**src/rtl/edge_event_arbiter_pkg.sv**
```systemverilog
// Shared definitions for the edge-event arbiter: request index layout,
// scheduler states and the channel-index width helper.
package edge_event_arbiter_pkg;

    localparam int unsigned RISE_OFS = 0;
    localparam int unsigned FALL_OFS = 1;

    typedef enum logic {
        IDLE,
        PRESENT
    } state_e;

    function automatic int unsigned ch_width(input int unsigned ch_num);
        return (ch_num > 1) ? $clog2(ch_num) : 1;
    endfunction

endpackage

```
**src/rtl/edge_event_arbiter_if.sv**
```systemverilog
// Valid/ready event stream carrying the channel index and edge polarity.
interface edge_event_arbiter_if
    import edge_event_arbiter_pkg::*;
#(
    parameter int unsigned CH_NUM = 4
);
    localparam int unsigned CH_W = ch_width(CH_NUM);

    logic            evt_valid;
    logic            evt_ready;
    logic [CH_W-1:0] evt_ch;
    logic            evt_rise;

    modport master (output evt_valid, output evt_ch, output evt_rise, input evt_ready);
    modport slave  (input evt_valid, input evt_ch, input evt_rise, output evt_ready);

endinterface

```
**src/rtl/edge_event_arbiter_edge_detect_ch.sv**
```systemverilog
// One input line: SYNC_STAGES-deep synchronizer, delayed copy and
// combinational rise/fall detection on the synchronized level.
module edge_detect_ch #(
    parameter int unsigned SYNC_STAGES = 2
) (
    input  logic clk,
    input  logic rst_n,
    input  logic in_i,
    output logic rise_o,
    output logic fall_o
);

    logic [SYNC_STAGES-1:0] sync_q;
    logic [SYNC_STAGES-1:0] sync_d;
    logic                   sync_lvl;
    logic                   prev_q;

    assign sync_d   = {sync_q[SYNC_STAGES-2:0], in_i};
    assign sync_lvl = sync_q[SYNC_STAGES-1];

    always_ff @(posedge clk or negedge rst_n) begin
        if (!rst_n) begin
            sync_q <= '0;
            prev_q <= 1'b0;
        end else begin
            sync_q <= sync_d;
            prev_q <= sync_lvl;
        end
    end

    assign rise_o = sync_lvl & ~prev_q;
    assign fall_o = ~sync_lvl & prev_q;

endmodule

```
**src/rtl/edge_event_arbiter.sv**
```systemverilog
// Latches enabled edges from CH_NUM async lines as pending requests and
// serializes them round-robin onto a single valid/ready event stream.
module edge_event_arbiter
    import edge_event_arbiter_pkg::*;
#(
    parameter int unsigned CH_NUM      = 4,
    parameter int unsigned SYNC_STAGES = 2
) (
    input  logic                  clk,
    input  logic                  rst_n,
    input  logic [CH_NUM-1:0]     in_i,
    input  logic [CH_NUM-1:0]     rise_en_i,
    input  logic [CH_NUM-1:0]     fall_en_i,
    output logic [2*CH_NUM-1:0]   pending_o,
    output logic                  ovf_o,
    edge_event_arbiter_if.master  evt
);

    localparam int unsigned N     = 2 * CH_NUM;
    localparam int unsigned CH_W  = ch_width(CH_NUM);
    localparam int unsigned IDX_W = CH_W + 1;

    // First set request strictly after `last`, wrapping around.
    function automatic logic [IDX_W-1:0] rr_pick(input logic [N-1:0]     req,
                                                 input logic [IDX_W-1:0] last);
        logic [2*N-1:0] dbl;
        logic [N-1:0]   rot;
        int unsigned    start;
        int unsigned    k;
        start = 32'(last) + 1;
        if (start >= N) start = 0;
        dbl = {req, req};
        rot = N'(dbl >> start);
        k   = 0;
        for (int unsigned i = 0; i < N; i++) begin
            if (rot[N-1-i]) k = N - 1 - i;
        end
        k = k + start;
        if (k >= N) k = k - N;
        return IDX_W'(k);
    endfunction

    logic [CH_NUM-1:0] rise_det;
    logic [CH_NUM-1:0] fall_det;
    logic [N-1:0]      det;
    logic [N-1:0]      clr;
    logic [N-1:0]      pending_q, pending_d;
    logic              ovf_q, ovf_d;
    logic [IDX_W-1:0]  win;
    logic              take;

    state_e            state_q;
    logic              valid_q;
    logic [CH_W-1:0]   ch_q;
    logic              rise_q;
    logic [IDX_W-1:0]  last_q;

    for (genvar c = 0; c < CH_NUM; c++) begin : g_ch
        edge_detect_ch #(
            .SYNC_STAGES(SYNC_STAGES)
        ) u_det (
            .clk   (clk),
            .rst_n (rst_n),
            .in_i  (in_i[c]),
            .rise_o(rise_det[c]),
            .fall_o(fall_det[c])
        );
    end

    // A set on a bit being cleared in the same cycle is a fresh event, not an overflow.
    always_comb begin
        det = '0;
        for (int unsigned c = 0; c < CH_NUM; c++) begin
            det[2*c+RISE_OFS] = rise_det[c] & rise_en_i[c];
            det[2*c+FALL_OFS] = fall_det[c] & fall_en_i[c];
        end
        win  = rr_pick(pending_q, last_q);
        take = (|pending_q) && ((state_q == IDLE) || evt.evt_ready);
        clr  = '0;
        if (take) clr[win] = 1'b1;
        pending_d = (pending_q & ~clr) | det;
        ovf_d     = |(det & pending_q & ~clr);
    end

    always_ff @(posedge clk or negedge rst_n) begin
        if (!rst_n) begin
            state_q   <= IDLE;
            valid_q   <= 1'b0;
            ch_q      <= '0;
            rise_q    <= 1'b0;
            last_q    <= IDX_W'(N - 1);
            pending_q <= '0;
            ovf_q     <= 1'b0;
        end else begin
            pending_q <= pending_d;
            ovf_q     <= ovf_d;
            if (take) begin
                state_q <= PRESENT;
                valid_q <= 1'b1;
                ch_q    <= win[IDX_W-1:1];
                rise_q  <= (win[0] == 1'(RISE_OFS));
                last_q  <= win;
            end else if ((state_q == PRESENT) && evt.evt_ready) begin
                state_q <= IDLE;
                valid_q <= 1'b0;
            end
        end
    end

    assign evt.evt_valid = valid_q;
    assign evt.evt_ch    = ch_q;
    assign evt.evt_rise  = rise_q;
    assign pending_o     = pending_q;
    assign ovf_o         = ovf_q;

endmodule

```
**src/flat_wrapper.sv**
```systemverilog
// flat-port wrapper written by rule: the top's interface ports become plain ports
module edge_event_arbiter_flat import edge_event_arbiter_pkg::*;
#(
    parameter int unsigned CH_NUM      = 4,
    parameter int unsigned SYNC_STAGES = 2
)
  (clk, rst_n, in_i, rise_en_i, fall_en_i, pending_o, ovf_o, evt_evt_valid, evt_evt_ch, evt_evt_rise, evt_evt_ready);
  edge_event_arbiter_if #(.CH_NUM(CH_NUM)) evt_i ();
  input  logic clk;
  input  logic rst_n;
  input  logic [CH_NUM-1:0] in_i;
  input  logic [CH_NUM-1:0] rise_en_i;
  input  logic [CH_NUM-1:0] fall_en_i;
  output logic [2*CH_NUM-1:0] pending_o;
  output logic ovf_o;
  output wire logic [$bits(evt_i.evt_valid)-1:0] evt_evt_valid;
  output wire logic [$bits(evt_i.evt_ch)-1:0] evt_evt_ch;
  output wire logic [$bits(evt_i.evt_rise)-1:0] evt_evt_rise;
  input wire logic [$bits(evt_i.evt_ready)-1:0] evt_evt_ready;
  assign evt_evt_valid = evt_i.evt_valid;
  assign evt_evt_ch = evt_i.evt_ch;
  assign evt_evt_rise = evt_i.evt_rise;
  assign evt_i.evt_ready = evt_evt_ready;
  edge_event_arbiter #(.CH_NUM(CH_NUM), .SYNC_STAGES(SYNC_STAGES)) u_core (.clk(clk), .rst_n(rst_n), .in_i(in_i), .rise_en_i(rise_en_i), .fall_en_i(fall_en_i), .pending_o(pending_o), .ovf_o(ovf_o), .evt(evt_i));
endmodule
```
**config.mk**
```make
export PLATFORM = sky130hd
export DESIGN_NAME = edge_event_arbiter_flat
export DESIGN_NICKNAME = d
export VERILOG_FILES = /design/src/rtl/edge_event_arbiter_pkg.sv /design/src/rtl/edge_event_arbiter_if.sv /design/src/rtl/edge_event_arbiter_edge_detect_ch.sv /design/src/rtl/edge_event_arbiter.sv /design/src/flat_wrapper.sv
export SDC_FILE = /design/constraint.sdc
export NUM_CORES = 1
export LEC_CHECK = 0
export CORE_MARGIN = 5
export CORE_UTILIZATION = 45
export DETAILED_ROUTE_END_ITERATION = 10
export MAX_ROUTING_LAYER = met4
export PLACE_DENSITY = 0.67
export SYNTH_ARGS = -nofsm -noshare
export SYNTH_HDL_FRONTEND = slang
export SYNTH_SLANG_ARGS = --single-unit
```
**constraint.sdc**
```tcl
create_clock -name clk -period 6.2 [get_ports clk]
set_input_delay 0.62 -clock clk [delete_from_list [all_inputs] [get_ports clk]]
set_output_delay 0.62 -clock clk [all_outputs]
set_load 0.02 [all_outputs]
```
==> metrics, run 1 <==
asr flop ratio synth 100.0%; dominant synthesized flop cell dfrtp_1; Worst-Skew Late Latency 270 ps; GR Util met3 2.662%; Crit Path Category reg -> reg; Final setup violation count 0; WP depth 17; max-cap violation count 0; reg2reg path depth 17; Avg Cell Area, Syn 9.761 sq um; FILL cells 399; root buf cell clkbuf_8; core region area 0.004384 sq mm; Die Area 0.006030 sq mm; fmax 194.6 MHz; GR Util met1 22.59%; Ys Warns 0; number of flops mapped to enable cells by yosys 0; RD Place Congestion 0.9810; post-DP HPWL 3.536 mm; WP data arrival 5280 ps; die height 77.65 um; largest net degree at the start of global routing 29; Vias/cell 6.080; post-cts resize count 0; Final #Nets 253; cts bufs inserted 3; CP endpoint kind register; initial core utilization 46.97%; num rows 24; CTS tree built; number of I/O port buffers 27; chip width 77.65 um; ant diodes 0; Clock Skew 8.769 ps; met2 Use GR 25.46%; drt pass-1 iters 5; most common cell after layout, fill and taps aside clkdlybuf4s50_1; outcome complete, no violations; initial antenna violation count 0; DR WL/cell 16.64 um; DRC viols 0; setup TNS 0 ps; Hold WC Path Type reg -> reg; drt initial violations 202; Critical path buffers and inverters 0; H-tree levels 1; final-report hold violation count 0; RSZ-0062 raised after global routing false; number of global-route vias before repair 1,563; part of the cycle the worst path needs 82.88%; mapped cell area 0.002059 sq mm; CTS Sinks 28; Area growth, synth to finish 13.67%; post-route minimum period 5139 ps; nature of the critical path startpoint register; cells along the critical path ha_1, mux2_1, a21o_1, a211oi_1, a21oi_1, a21o_1, a211oi_1, a31oi_1, a31o_1, ha_1, fa_1, xnor2_2, nor3_1, or4b_1, o311a_1, a22oi_1, nand4_1; Total GRT Usage 16.51%; Pins Over Slew Limit 0; worst-case clock buffer depth 2; Remaining Overflow, GRT 0; most frequent cells in the layout clkdlybuf4s50_1 (27), dfrtp_1 (25), nand2_1 (19), a21oi_1 (13), o21ai_0 (12); cts hold-fix bufs 0; cells after synthesis 211; critical path required time 6340 ps; Seq cells post-synth 28; Distinct cells, synth 71; WHS Path Cells 0; worst-path fanout max 21; antenna-violating nets left 0; ratio of cells with drive above 1 in the final layout 14.10%; part of the Yosys area used for sequential elements 34.20%; number of top-level pins 28; Post-Route WL 4.759 mm; slowest CP cell ha_1; Rel. slew slack 43.89%; crit-path leading delay family compound AO/OA/AOI/OAI gates; CTS clk-pin slew, worst paths 90 ps; post-CTS setup buffers 0; Post-Syn Nets 229; most used routing layer met2; worst-margin pin slew 841.6 ps; via count 1,739; Critical Path Max Stage Delay 680 ps; first-pass GRT wire length 7.921 mm
==> per-layer routing <==
layer / routed length [um] / vias to the layer above
met5: 0 / -
met4: 62 / 0
met3: 359 / 11
met2: 2217 / 78
met1: 2121 / 818
li1: - / 832
==> registers in the layout (all words and copies together), names as in the netlist <==
| name | flops |
|---|---|
| u_core.state_q | 1 |
| u_core.pending_o | 8 |
| u_core.ovf_o | 1 |
| u_core.evt.evt_ch | 2 |
| u_core.last_q | 3 |
| u_core.evt.evt_rise | 1 |
| u_core.g_ch.u_det.prev_q | 4 |
| u_core.g_ch.u_det.sync_q | 8 |
==> worst register-to-register path, stage by stage (launching register included) <==
cell and delay (ps):
dfstp_2 550, ha_1 680, mux2_1 490, a21o_1 190
a211oi_1 260, a21oi_1 90, a21o_1 240, a211oi_1 240
a31oi_1 70, a31o_1 240, ha_1 190, fa_1 410
xnor2_2 260, nor3_1 200, or4b_1 450, o311a_1 140
a22oi_1 180, nand4_1 120
==> through the flow <==
step	worst slack [ps]	instance area [sq um]	cells	utilization, %	hold WS (ps)
2_1_floorplan	1736	2059	211	-	324.4
3_3_place_gp	1273	2286	282	52.14	334.6
3_5_place_dp	1148	2286	282	52.14	334.7
4_1_cts	1124	2341	286	53.40	357.4
5_1_grt	794.8	2341	286	53.40	365.5
6_report	1061	2341	286	53.40	355.3
==> kinds of logic (layout without fill, tap and decap cells) <==
| logic type | after synthesis | in the layout | share of synthesized area [%] |
|---|---|---|---|
| and+or+nand+nor | 75 | 75 | 21.27 |
| AOI/OAI and AO/OA | 66 | 66 | 22.24 |
| DFF | 28 | 28 | 34.20 |
| buffers and inverters | 18 | 41 | 7.837 |
| muxes | 17 | 17 | 9.842 |
| xor gates and xnor gates | 4 | 4 | 2.431 |
| adders and majority gates | 3 | 3 | 2.187 |
==> Yosys cell counts (all sizes together), types with 5 or more instances <==
master	n	area share (%)
nor2	10	1.8
o21ai	18	4.4
clkbuf	5	2.1
inv	6	1.1
a21oi	13	3.2
mux2i	11	6.6
nor3	12	3.5
buf	7	4.7
nand2	20	3.8
nor3b	6	2.2
a211oi	5	2.1
dfrtp	25	30
mux2	6	3.3
==> layout make-up <==
class                   count  area (sq um)  area share, %
flip-flops and latches     28         704.4          30.09
well taps                  52         65.06          2.779
clock buffers               4         55.05          2.352
multi-input cells         165          1194          50.99
inverters                   6         22.52         0.9621
repair buffers             31         300.3          12.83
==> final timing paths <==
path,from,to,slack (ps)
max,u_core.last_q[1],u_core.ovf_o,1060
min,u_core.g_ch[0].u_det.sync_q[0],u_core.g_ch[0].u_det.sync_q[1],360
max reg2reg,u_core.last_q[1],u_core.ovf_o,1060
min reg2reg,u_core.g_ch[0].u_det.sync_q[0],u_core.g_ch[0].u_det.sync_q[1],360
max in group asynchronous,rst_n,u_core.last_q[0],5190
min in group asynchronous,rst_n,u_core.g_ch[1].u_det.sync_q[0],710
Power of run 1 is not shown: default switching activity piles up to over one toggle a cycle in this logic, so the estimate is an artifact.
==> run 2, diff against run 1 <==
--- a/config.mk
+++ b/config.mk
@@ -9,7 +9,7 @@
 export CORE_UTILIZATION = 45
 export DETAILED_ROUTE_END_ITERATION = 10
 export MAX_ROUTING_LAYER = met4
-export PLACE_DENSITY = 0.67
+export PLACE_DENSITY = 0.69
 export SYNTH_ARGS = -nofsm -noshare
 export SYNTH_HDL_FRONTEND = slang
 export SYNTH_SLANG_ARGS = --single-unit
==> constraint.sdc (replaced) <==
create_clock -name clk -period 4.54 [get_ports clk]
set_input_delay 0.454 -clock clk [delete_from_list [all_inputs] [get_ports clk]]
set_output_delay 0.454 -clock clk [all_outputs]
set_load 0.02 [all_outputs]
==> metrics, run 2 (synthesized netlist as in run 1, its figures left out) <==
worst-path fanout max 14; nature of the critical path startpoint register; setup ws final 163.8 ps; worst-margin pin slew 698.4 ps; first-pass GRT wire length 8.100 mm; max-cap violation count 0; Vias/cell 6.044; DR WL/cell 16.58 um; Crit path top cell by count a211oi_2; WP data arrival 4520 ps; drt pass-1 iters 4; Crit Path Category reg -> reg; Post-Route WL 4.942 mm; Clock Skew 8.544 ps; Remaining Overflow, GRT 0; ratio of cells with drive above 1 in the final layout 21.95%; CP endpoint kind register; H-tree levels 1; CTS tree built; number of I/O port buffers 27; R2R Path End u_core.ovf_o; WHS Path Cells 0; core region area 0.004384 sq mm; outcome complete, no violations; largest net degree at the start of global routing 29; RD Place Congestion 1.012; worst-case clock buffer depth 2; Final setup violation count 0; chip width 77.65 um; ant diodes 0; slowest CP cell dfstp_2; cells along the critical path ha_4, buf_12, mux2i_4, buf_4, a211oi_2, a21oi_2, a21o_1, a211oi_2, a31oi_1, a31o_1, ha_1, fa_1, nand2b_4, nor3_1, or4b_1, o311a_1, a22oi_2, nand4_1; final cell count without fillers 298; most common cell after layout, fill and taps aside clkdlybuf4s50_1; worst slack, placed 66.53 ps; initial core utilization 46.97%; Rel. slew slack 53.13%; number of top-level pins 28; post-DP HPWL 3.599 mm; drt initial violations 108; Worst-Skew Late Latency 280 ps; FILL cells 384; CTS clk-pin slew, worst paths 90 ps; Register-to-Register Setup Slack 160 ps; num rows 24; CTS Sinks 28; Critical Path Max Stage Delay 570 ps; Pins Over Slew Limit 0; reg2reg path depth 18; initial antenna violation count 0; hold path startpoint u_core.g_ch[2].u_det.sync_q[0]; part of the cycle the worst path needs 96.39%; reg2reg start u_core.last_q[1]; Design Area, Final 0.002510 sq mm; antenna-violating nets left 0; Hold WC Path Type reg -> reg; Placed Area 0.002381 sq mm; Area growth, synth to finish 21.87%; cts bufs inserted 3; post-route minimum period 4376 ps; final-report hold violation count 0; die height 77.65 um; fmax 228.5 MHz; WHS Endpoint u_core.g_ch[2].u_det.sync_q[1]; Util after Layout 57.25%; Placed Instances 293; Final #Nets 265; most frequent cells in the layout clkdlybuf4s50_1 (27), dfrtp_1 (25), nand2_1 (19), buf_4 (15), a21oi_1 (12); root buf cell clkbuf_8; cts hold-fix bufs 0; number of global-route vias before repair 1,673; Die Area 0.006030 sq mm; Total GRT Usage 16.73%; DRC viols 0; critical path required time 4680 ps; via count 1,801
==> run 2: changes by cell type in the layout (fill, tap and decap cells not counted), sizes merged <==
cell	delta
buf	+12
==> run 2: worst max-delay path, delay by kind of cell (launching register included) <==
family                     cells  cell delay (ps)
AOI/OAI and AO/OA              8             1380
muxes                          1              200
buffers and inverters          2              330
and+or+nand+nor                4              850
DFF                            1              570
adders and majority gates      3              930
==> run 2: final cells by class <==
type,count,area (sq um),area share [%]
Multi-Input combinational cell,165,1270,50.60
Tap cell,52,65.06,2.592
Timing Repair Buffer,43,402.9,16.05
Inverter,6,22.52,0.8973
Clock buffer,4,45.04,1.795
Sequential cell,28,704.4,28.07
==> run 2: metrics by stage <==
step	hold WS (ps)	setup TNS (ps)
6_report	359.2	0
5_1_grt	363.6	-25.03
4_1_cts	358.6	0
3_5_place_dp	336.4	0
3_3_place_gp	333.9	0
2_1_floorplan	158.4	0
==> run 2: worst max path at each step <==
stage / from / endpoint / slack [ps] / depth (start not counted)
finish: u_core.last_q[1] / u_core.ovf_o / 160 / 18
floorplan: u_core.last_q[0] / u_core.ovf_o / 80 / 19
global placement: u_core.last_q[1] / u_core.ovf_o / 190 / 18
CTS: u_core.last_q[1] / u_core.ovf_o / 40 / 18
detailed placement: u_core.last_q[1] / u_core.ovf_o / 70 / 18
global route: u_core.last_q[1] / u_core.ovf_o / -30 / 18
==> run 2: routing by layer <==
| layer | up-vias | wire, um | global-route usage [%] |
|---|---|---|---|
| met3 | 11 | 252 | 2.315 |
| met2 | 68 | 2242 | 25.04 |
| met1 | 869 | 2354 | 23.18 |
| li1 | 853 | - | - |
| met4 | 0 | 93 | 5.842 |
| met5 | - | 0 | - |
==> run 2: what timing repair did <==
item | in CTS | in global routing
endpoints found under the hold margin | 0 | 0
resized for setup | 0 | 16
buffers inserted | 0 | 1
setup endpoints to repair | 0 | 4
Power of run 2 is left out for the same reason.
==> run 3, diff against run 2 <==
--- a/config.mk
+++ b/config.mk
@@ -8,8 +8,9 @@
 export CORE_MARGIN = 5
 export CORE_UTILIZATION = 45
 export DETAILED_ROUTE_END_ITERATION = 10
+export DONT_BUFFER_PORTS = 1
 export MAX_ROUTING_LAYER = met4
-export PLACE_DENSITY = 0.69
+export PLACE_DENSITY = 0.61
 export SYNTH_ARGS = -nofsm -noshare
 export SYNTH_HDL_FRONTEND = slang
 export SYNTH_SLANG_ARGS = --single-unit
==> metrics, run 3 (synthesized netlist as in run 1, its figures left out) <==
Clock Skew 6.877 ps; area occupied by registers 704.4 sq um; die height 77.65 um; number of global-route vias before repair 1,726; Post-Route WL 5.314 mm; via count 1,739; ratio of cells with drive above 1 in the final layout 29.26%; post-DP HPWL 3.958 mm; ant diodes 0; most common cell after layout, fill and taps aside dfrtp_1; initial antenna violation count 0; outcome complete, no violations; most frequent cells in the layout dfrtp_1 (25), buf_4 (21), nand2_1 (19), a21oi_1 (12), o21ai_0 (11); WHS Path Cells 0; crit-path leading delay family compound AO/OA/AOI/OAI gates; number of top-level pins 28; FILL cells 408; drt initial violations 127; DRC viols 0; Hold WC Path Type in -> reg; nature of the critical path startpoint register; Die Area 0.006030 sq mm; Worst-Skew Late Latency 270 ps; drt pass-1 iters 4; part of the cycle the worst path needs 96.50%; Multi-input gate area 0.001281 sq mm; post-route minimum period 4381 ps; worst-case clock buffer depth 2; core region area 0.004384 sq mm; first-pass GRT wire length 8.500 mm; antenna-violating nets left 0; Pins Over Slew Limit 0; Rel. slew slack 23.85%; cells along the critical path ha_4, buf_12, mux2i_4, buf_4, o21ai_0, nand2b_1, a311oi_2, a21o_1, a211oi_2, a31oi_1, a31o_1, ha_2, fa_1, nand2b_4, nor3_2, or4b_4, o311a_1, a22oi_2, nand4_1; fmax 228.3 MHz; slowest CP cell dfstp_2; reg2reg path depth 19; Critical path buffers and inverters 2; Vias/cell 6.189; CTS clk-pin slew, worst paths 90 ps; max-cap violation count 0; Remaining Overflow, GRT 0; largest net degree at the start of global routing 26; H-tree levels 1; WP depth 19; Total GRT Usage 17.83%; Final setup violation count 0; critical path required time 4690 ps; Placed Area 0.002141 sq mm; worst-path fanout max 11; WP data arrival 4530 ps; CTS tree built; final-report hold violation count 0; Area growth, synth to finish 15.49%; num rows 24; initial core utilization 46.97%; number of I/O port buffers 0; Critical Path Max Stage Delay 580 ps; worst-margin pin slew 1137 ps; DR WL/cell 18.91 um; Design Area, Final 0.002379 sq mm; root buf cell clkbuf_8; CTS Sinks 28; Final #Nets 248; RD Place Congestion 0.9891; Crit Path Category reg -> reg; chip width 77.65 um; cts bufs inserted 3; CP endpoint kind register
run 3: path summary, 6_finish.rpt:
path,from,to,slack [ps]
max in group asynchronous,rst_n,u_core.pending_o[5],3060
min in group asynchronous,rst_n,u_core.last_q[0],650
worst min-delay path,in_i[2],u_core.g_ch[2].u_det.sync_q[0],200
worst min register to register,u_core.g_ch[1].u_det.sync_q[0],u_core.g_ch[1].u_det.sync_q[1],350
worst max register to register,u_core.last_q[1],u_core.ovf_o,160
worst max-delay path,u_core.last_q[1],u_core.ovf_o,160
run 3: layer usage:
metal | share of wire, % | GRT usage [%] | up-vias
li1 | - | - | 824
met1 | 42 | 22.99 | 846
met2 | 51 | 28.38 | 60
met3 | 5.3 | 2.315 | 9
met4 | 1.8 | 6.873 | 0
met5 | 0 | - | -
run 3: worst register-to-register path, stage by stage (launching register included):
cell and delay, ps:
dfstp_2 580, ha_4 190, buf_12 160, mux2i_4 240, buf_4 170, o21ai_0 120
nand2b_1 110, a311oi_2 110, a21o_1 210, a211oi_2 180, a31oi_1 60, a31o_1 230
ha_2 180, fa_1 510, nand2b_4 160, nor3_2 160, or4b_4 470, o311a_1 160
a22oi_2 160, nand4_1 110
run 3: area by class of cell:
type / count / area share [%]
Sequential cell: 28 / 29.62
Timing Repair Buffer: 26 / 9.837
Inverter: 6 / 0.9469
Clock buffer: 3 / 1.736
Clock inverter: 1 / 1.262
Multi-Input combinational cell: 165 / 53.87
Tap cell: 52 / 2.735
run 3: repair_timing:
action                                  4_1_cts  5_1_grt
buffers inserted                              0        4
hold buffers                                  1        1
endpoints found under the setup margin        1        4
endpoints found under the hold margin        25        3
gates cloned                                  0        1
pin swaps                                     1       12
gates resized for setup                       1       19
run 3: per-stage QoR:
stage | cells | hold slack [ps] | util, % | worst slack (ps) | TNS [ps]
finish | 281 | 198.4 | 54.25 | 159.1 | 0
global route | 281 | 172.3 | 54.25 | -49.51 | -49.51
CTS | 275 | 13.33 | 50.74 | 17.31 | 0
detailed placement | 270 | 159.1 | 48.83 | 18.77 | 0
global placement | 270 | 159.0 | 48.83 | 89.95 | 0
floorplan | 211 | 158.4 | - | 75.54 | 0
Power of run 3 is left out for the same reason.
